[config.mk]
export PLATFORM = sky130hd
export DESIGN_NAME = fetch_queue_flat
export DESIGN_NICKNAME = d
export VERILOG_FILES = /design/src/rtl/fetch_queue_if.sv /design/src/rtl/fetch_queue.sv /design/src/flat_wrapper.sv
export SDC_FILE = /design/constraint.sdc
export NUM_CORES = 1
export LEC_CHECK = 0
export CAP_MARGIN = 30
export CORE_MARGIN = 2
export CORE_UTILIZATION = 52
export DETAILED_ROUTE_END_ITERATION = 16
export DONT_BUFFER_PORTS = 1
export PLACE_DENSITY = 0.72
export REMOVE_ABC_BUFFERS = 1
export SYNTH_ARGS = -nofsm -noshare
export SYNTH_HDL_FRONTEND = slang
export SYNTH_SLANG_ARGS = --single-unit
[constraint.sdc]
create_clock -name clock -period 3.46 [get_ports clock]
set_input_delay 0.519 -clock clock [delete_from_list [all_inputs] [get_ports clock]]
set_output_delay 0.519 -clock clock [all_outputs]
set_load 0.01 [all_outputs]
[src/rtl/fetch_queue_if.sv]
// Bus bundle for the fetch queue: pipeline control, memory request/response
// port and the decode-side head-of-queue port.
interface fetch_queue_if #(
   parameter int PTR_WIDTH = 2
);
   // pipeline control into fetch
   logic                 enable_fetch;
   logic                 stall;
   logic                 redirect;
   logic [31:0]          redirect_pc;
   // unified memory port
   logic [31:0]          mem_address;
   logic                 mem_rw;
   logic [1:0]           mem_access_size;
   logic                 mem_enable;
   logic                 mem_busy;
   logic [31:0]          mem_data_out;
   // decode port
   logic [31:0]          insn;
   logic [31:0]          pc_out;
   logic                 insn_valid;
   logic [PTR_WIDTH:0]   count;

   // master: the fetch queue itself
   modport master (
      input  enable_fetch, stall, redirect, redirect_pc, mem_busy, mem_data_out,
      output mem_address, mem_rw, mem_access_size, mem_enable,
             insn, pc_out, insn_valid, count
   );

   // slave: the surrounding pipeline and memory
   modport slave (
      output enable_fetch, stall, redirect, redirect_pc, mem_busy, mem_data_out,
      input  mem_address, mem_rw, mem_access_size, mem_enable,
             insn, pc_out, insn_valid, count
   );
endinterface

[src/rtl/fetch_queue.sv]
// Instruction fetch front-end: walks the PC, issues one-word reads, buffers
// returned words with their PCs in a small FIFO and hands them to decode.
// In-flight reads hold a FIFO credit, so a response always has a free slot.
module fetch_queue #(
   parameter int          DEPTH      = 4,
   parameter int          PTR_WIDTH  = 2,
   parameter logic [31:0] START_ADDR = 32'h80020000
) (
   input logic           clock,
   input logic           reset,
   fetch_queue_if.master bus
);
   localparam logic [PTR_WIDTH+1:0] DEPTH_CREDITS = (PTR_WIDTH+2)'(DEPTH);
   localparam logic [PTR_WIDTH-1:0] PTR_ONE       = 1;
   localparam logic [PTR_WIDTH:0]   CNT_ONE       = 1;

   logic [31:0]          insn_mem [DEPTH];
   logic [31:0]          pc_mem   [DEPTH];
   logic [PTR_WIDTH-1:0] head;
   logic [PTR_WIDTH-1:0] tail;
   logic [PTR_WIDTH:0]   occupancy;
   logic                 inflight;
   logic [31:0]          inflight_pc;
   logic [31:0]          next_pc;

   logic [PTR_WIDTH+1:0] credits_used;
   logic                 fifo_valid;
   logic                 accept;
   logic                 enqueue;
   logic                 dequeue;

   // Request issue with credit check, plus head-of-queue presentation
   always_comb begin
      // NOTE: every signal driven here gets its value on all paths (defaults first), so no latch is inferred.
      credits_used        = {1'b0, occupancy} + {{(PTR_WIDTH+1){1'b0}}, inflight};
      fifo_valid          = (occupancy != '0);
      bus.mem_enable      = bus.enable_fetch & ~bus.redirect & ~reset
                            & (credits_used < DEPTH_CREDITS);
      bus.mem_address     = next_pc;
      bus.mem_rw          = 1'b1;
      bus.mem_access_size = 2'b00;
      accept              = bus.mem_enable & ~bus.mem_busy;
      // a redirect or reset discards the response arriving this cycle
      enqueue             = inflight & ~bus.redirect & ~reset;
      dequeue             = fifo_valid & ~bus.stall & ~bus.redirect & ~reset;
      bus.insn_valid      = fifo_valid;
      bus.count           = occupancy;
      bus.insn            = 32'h0;
      bus.pc_out          = 32'h0;
      if (fifo_valid) begin
         bus.insn   = insn_mem[head];
         bus.pc_out = pc_mem[head];
      end
   end

   // Control state: PC walk, in-flight tracking, pointers and occupancy
   always_ff @(posedge clock) begin
      // NOTE: sequential state uses non-blocking assignments so every register samples pre-edge values.
      if (reset) begin
         next_pc     <= START_ADDR;
         inflight    <= 1'b0;
         inflight_pc <= 32'h0;
         head        <= '0;
         tail        <= '0;
         occupancy   <= '0;
      end else if (bus.redirect) begin
         next_pc   <= {bus.redirect_pc[31:2], 2'b00};
         inflight  <= 1'b0;
         head      <= '0;
         tail      <= '0;
         occupancy <= '0;
      end else begin
         // a fresh acceptance keeps the flag set for back-to-back reads
         inflight <= accept;
         if (accept) begin
            inflight_pc <= next_pc;
            next_pc     <= next_pc + 32'd4;
         end
         if (enqueue) tail <= tail + PTR_ONE;
         if (dequeue) head <= head + PTR_ONE;
         unique case ({enqueue, dequeue})
            2'b10:   occupancy <= occupancy + CNT_ONE;
            2'b01:   occupancy <= occupancy - CNT_ONE;
            default: ;
         endcase
      end
   end

   // FIFO storage: write the returning word and its PC at the tail
   always_ff @(posedge clock) begin
      // NOTE: storage is not reset; occupancy gates every read, so stale contents are never visible.
      if (enqueue) begin
         insn_mem[tail] <= bus.mem_data_out;
         pc_mem[tail]   <= inflight_pc;
      end
   end
endmodule

[src/flat_wrapper.sv]
// flat-port wrapper written by rule: the top's interface ports become plain ports
module fetch_queue_flat 
#(
   parameter int          DEPTH      = 4,
   parameter int          PTR_WIDTH  = 2,
   parameter logic [31:0] START_ADDR = 32'h80020000
)
  (clock, reset, bus_enable_fetch, bus_stall, bus_redirect, bus_redirect_pc, bus_mem_busy, bus_mem_data_out, bus_mem_address, bus_mem_rw, bus_mem_access_size, bus_mem_enable, bus_insn, bus_pc_out, bus_insn_valid, bus_count);
  fetch_queue_if #(.PTR_WIDTH(PTR_WIDTH)) bus_i ();
  input logic clock;
  input logic reset;
  input wire logic [$bits(bus_i.enable_fetch)-1:0] bus_enable_fetch;
  input wire logic [$bits(bus_i.stall)-1:0] bus_stall;
  input wire logic [$bits(bus_i.redirect)-1:0] bus_redirect;
  input wire logic [$bits(bus_i.redirect_pc)-1:0] bus_redirect_pc;
  input wire logic [$bits(bus_i.mem_busy)-1:0] bus_mem_busy;
  input wire logic [$bits(bus_i.mem_data_out)-1:0] bus_mem_data_out;
  output wire logic [$bits(bus_i.mem_address)-1:0] bus_mem_address;
  output wire logic [$bits(bus_i.mem_rw)-1:0] bus_mem_rw;
  output wire logic [$bits(bus_i.mem_access_size)-1:0] bus_mem_access_size;
  output wire logic [$bits(bus_i.mem_enable)-1:0] bus_mem_enable;
  output wire logic [$bits(bus_i.insn)-1:0] bus_insn;
  output wire logic [$bits(bus_i.pc_out)-1:0] bus_pc_out;
  output wire logic [$bits(bus_i.insn_valid)-1:0] bus_insn_valid;
  output wire logic [$bits(bus_i.count)-1:0] bus_count;
  assign bus_i.enable_fetch = bus_enable_fetch;
  assign bus_i.stall = bus_stall;
  assign bus_i.redirect = bus_redirect;
  assign bus_i.redirect_pc = bus_redirect_pc;
  assign bus_i.mem_busy = bus_mem_busy;
  assign bus_i.mem_data_out = bus_mem_data_out;
  assign bus_mem_address = bus_i.mem_address;
  assign bus_mem_rw = bus_i.mem_rw;
  assign bus_mem_access_size = bus_i.mem_access_size;
  assign bus_mem_enable = bus_i.mem_enable;
  assign bus_insn = bus_i.insn;
  assign bus_pc_out = bus_i.pc_out;
  assign bus_insn_valid = bus_i.insn_valid;
  assign bus_count = bus_i.count;
  fetch_queue #(.DEPTH(DEPTH), .PTR_WIDTH(PTR_WIDTH), .START_ADDR(START_ADDR)) u_core (.clock(clock), .reset(reset), .bus(bus_i));
endmodule
# == After elaboration in Yosys (flattened, before gate mapping) ==
# Memory sizes are Yosys's and may differ from the RTL's. A register that Yosys moved wholly into a read port is not among the register bits.
# Index checks and enable logic that the tools add are counted.
# op_classes
n_addsub,6
magnitude_cmp,1
eq_ne,2
mux,11
bitwise_logic,13
reduce_logical,5
# ops
operator,count
$mux 32,4
$add 32x3->32 const B,1
$and 1x1->1,9
$mux 2,4
$pmux 3 s2,1
$add 2x1->2 const B,2
$add 3x1->4,1
$lt 4x3->1 const B,1
$not 1->1,4
$reduce_bool 2->1,2
$add 3x1->3 const B,1
$reduce_bool 3->1,1
$sub 3x1->3 const B,1
$eq 2x1->1 const B,1
$eq 2x2->1 const B,1
$mux 1,2
$reduce_and 2->1,1
$reduce_or 2->1,1
# word_totals
regBits,72
ram_bits,256
input_bits,70
out_inout_bits,104
wordCells,47
mem_count,2
# memory_table
name,words,width,rd,rd_clocked_by_memory_dff,wr,line,rtl
u_core.insn_mem,4,32,1,1,1,fetch_queue.sv:17,logic [31:0] insn_mem [DEPTH];
u_core.pc_mem,4,32,1,1,1,fetch_queue.sv:18,logic [31:0] pc_mem [DEPTH];

# == Longest topological paths before layout ==
# depth
word_depth,7
depth_mapped,10
mapped_depth_nobuf,8

# == Worst setup path after synthesis ==
# Ideal clock, no wire load.
# synth_timing
path_kind,input-to-reg
from,input reset
to,memory u_core.insn_mem[0][0] (enable)
setup_time_ns,0.427
arrival_ns,2.502
t_required_ns,3.033
setup_slack_ns,0.531
path_stages,3
n_path_buf,1
cell_sequence,clkbuf_1 nor2_1 and3_1
# synth_between
elab_chain_len,4
# synth_rtl
item,line,rtl
start: declaration,flat_wrapper.sv:11,input logic reset;
$not 1->1,fetch_queue.sv:44,enqueue = inflight & ~bus.redirect & ~reset;
$and 1x1->1,fetch_queue.sv:44,
$mux 1,fetch_queue.sv:92,if (enqueue) begin
$mux 1 (implied by the code),fetch_queue.sv:93,insn_mem[tail] <= bus.mem_data_out;
end: declaration,fetch_queue.sv:17,
# No other way between the ends.

==> results.json <==
{
  "dp_hpwl_mm": 15.4,
  "drc": 0,
  "synth-xor-area-share_pct": 2.16,
  "cp_top_family": "flip-flops",
  "yosys_register_bits": 318,
  "cts_tree": "built",
  "endpoint_kind": "primary output",
  "fill_cells": 1786,
  "drt_wl_total_mm": 25.5,
  "fin_util_pct": 59.6,
  "yosysWarnings": 0,
  "cts_buffers": 34,
  "die_w_um": 160,
  "grt_pass1_wl_mm": 39.4,
  "core_area_mm2": 0.0236,
  "fmax_ghz": 0.354,
  "power_mw": 7.89,
  "antenna_cells": 0,
  "detail_route.first_pass.iterations": 5,
  "rsz0062_at_grt": "false",
  "synth_top_family_by_area": "multiplexers",
  "p_leak_nw": 4.39,
  "grt_overflow": 0,
  "grt_pass1_vias": 6901,
  "num-nets-final": 870,
  "fin_crit_ns": 2.83,
  "cp_max_fo": 18,
  "critical_path_class": "reg2out",
  "clock_sink_count": 318,
  "clk_path_buf_depth": 3,
  "root_buffer": "clkbuf_16",
  "port_buffers": 0,
  "ir_drop_mv": 0.278,
  "p_per_area_mw_per_mm2": 561,
  "io_pins": 174,
  "syn_inst": 792,
  "rows": 56,
  "track_usage_pct": 20.0,
  "clock_latency_ns": 0.51,
  "ys_seq_area_share_pct": 70.3,
  "max-slew-margin-rel_pct": 49.7,
  "via_per_inst": 5.90,
  "status": "complete, no violations",
  "grt_max_degree": 64,
  "critical_path.startpoint_type": "register",
  "cap_violations": 0,
  "hold_viol": 0,
  "gp_congestion": 0.908,
  "synth.top_cell.area_share_pct": 59.2,
  "wl_per_cell_um": 22.4,
  "dpl.cell_count": 1075,
  "cts.reportedPaths.clkPinSlew_ns": 0.07,
  "crit_buf_inv": 1,
  "met3_length_mm": 2.36,
  "synthAdderAreaFrac_pct": 0.756,
  "ant_nets": 0,
  "final_common_cell": "edfxtp_1",
  "critPathSlowestCell": "dfxtp_4",
  "met2_length_mm": 12.3,
  "worst_ep_required_time_ns": 2.94,
  "final_cell_mix": "edfxtp_1 (248), nand2_1 (81), dfxtp_1 (68)",
  "worst_pin_slew_ns": 0.754,
  "max_stage_delay_ns": 0.58,
  "synthesis.area_mm2": 0.0126,
  "area.sequential_mm2": 0.00886,
  "yosysUniqueCellTypes": 45,
  "multi_input_comb_area_mm2": 0.00350,
  "die_area_mm2": 0.0255,
  "period_share_pct": 81.7,
  "area_growth_syn_to_layout_pct": 11.9,
  "synth.avg_cell_area_um2": 15.9,
  "postCtsResizedCells": 0,
  "muxShareOfSynthArea_pct": 11.3,
  "hp-class": "in2reg",
  "yosysTopAreaCell": "edfxtp_1",
  "synth_area_leaders": "edfxtp_1 (59%), dfxtp_1 (11%), mux4_2 (11%)",
  "arrival_ns": 2.31,
  "start_util_pct": 53.3,
  "setup_violations": 0,
  "crit_chain": "buf_4, mux4_2, nor2b_1",
  "h-tree-depth": 2,
  "top_layer": "met4",
  "antenna_found_initial": 0,
  "num_vias": 6702,
  "synth_compound_area_share_pct": 3.31,
  "drive_above_1_share_pct": 16.4,
  "m1WireLength_mm": 10.3,
  "yosys.area_share.simple_pct": 9.91,
  "cts_hold_buf": 0,
  "die_h_um": 160,
  "cts_setup_buffers": 0,
  "layoutNonFillerInstCount": 1136,
  "clock_skew_ns": 0.0124,
  "drtIter0Drc": 399,
  "maxSlewViolCount": 0
}
[through the flow]
stage          hold WS [ns]  area, um2  TNS, ns  setup WS [ns]
6_report             0.0865      14100        0          0.634
4_1_cts              0.0563      14100        0          0.550
3_3_place_gp          0.470      12900        0          0.851
2_1_floorplan         0.458      12400   -70.57          -1.71
3_5_place_dp          0.479      12900        0          0.808
5_1_grt              0.0661      14100        0          0.479
[final timing paths]
kind                                       startpoint                                     end  slack (ns)  depth (start not counted)
setup / recovery                             register                            bus_insn[24]        0.63                          3
hold / removal                                  reset  u_core.bus.mem_address[2]$_SDFFE_PP0P_        0.09                          1
setup reg to reg     u_core.bus.count[2]$_SDFFE_PP0P_        u_core.bus.count[2]$_SDFFE_PP0P_        1.03                          8
hold reg to reg   u_core.inflight_pc[24]$_SDFFE_PP0P_     u_core.inflight_pc[24]$_SDFFE_PP0P_        0.49                          2
[cell usage after synthesis (all sizes together)]
library cell / instances
o21a: 1
and4b: 1
a211oi: 16
xnor2: 10
dfxtp: 70
mux4: 62
clkbuf: 28
ha: 6
and2: 6
o31ai: 1
o311ai: 1
a311oi: 1
nor3: 5
xor2: 21
nand2: 82
o22ai: 4
edfxtp: 248
nand3: 12
conb: 2
nor3b: 1
nor4: 3
a211o: 1
mux2i: 2
o21bai: 1
and3: 9
o21ai: 1
nand4: 18
and4: 4
or2: 1
a31oi: 2
inv: 10
clkinv: 1
fa: 1
or3: 2
buf: 24
nor2: 28
a21oi: 41
or4: 2
nor2b: 63
[power breakdown]
group,switching (mW),internal (mW)
sequential,0.0667,4.13
combinational,0.0667,0.0455
clock,1.41,2.18
total,1.54,6.35
[per-layer routing]
metal,vias up,GRT usage [%]
li1,2986,-
met1,3375,25.7
met2,298,31.7
met3,43,7.03
met4,0,7.31
met5,-,0
[registers in the layout, summed over array words and instances, names as in the netlist, named ones only]
name                    cells
u_core.head                 2
u_core.inflight_pc         30
u_core.pc_mem             120
u_core.tail                 2
u_core.insn_mem           128
u_core.bus.mem_address     30
u_core.inflight             1
u_core.bus.count            3
[layout make-up]
| type | instances | area share, % |
|---|---|---|
| Timing Repair Buffer | 12 | 1.23 |
| Multi-Input combinational cell | 416 | 24.8 |
| Sequential cell | 318 | 62.9 |
| Clock buffer | 43 | 6.81 |
| Clock inverter | 17 | 1.13 |
| Inverter | 11 | 0.293 |
| Tap cell | 319 | 2.83 |
[logic make-up after synthesis]
kind of cell | Yosys count
multiplexers | 64
adder cells (fa/ha/maj) | 7
other | 2
flip-flops | 318
buffers and inverters | 63
AND/OR/NAND/NOR | 237
AO/OA/AOI/OAI | 70
XOR/XNOR | 31
Note: power is estimated with default switching activity, not from simulation.
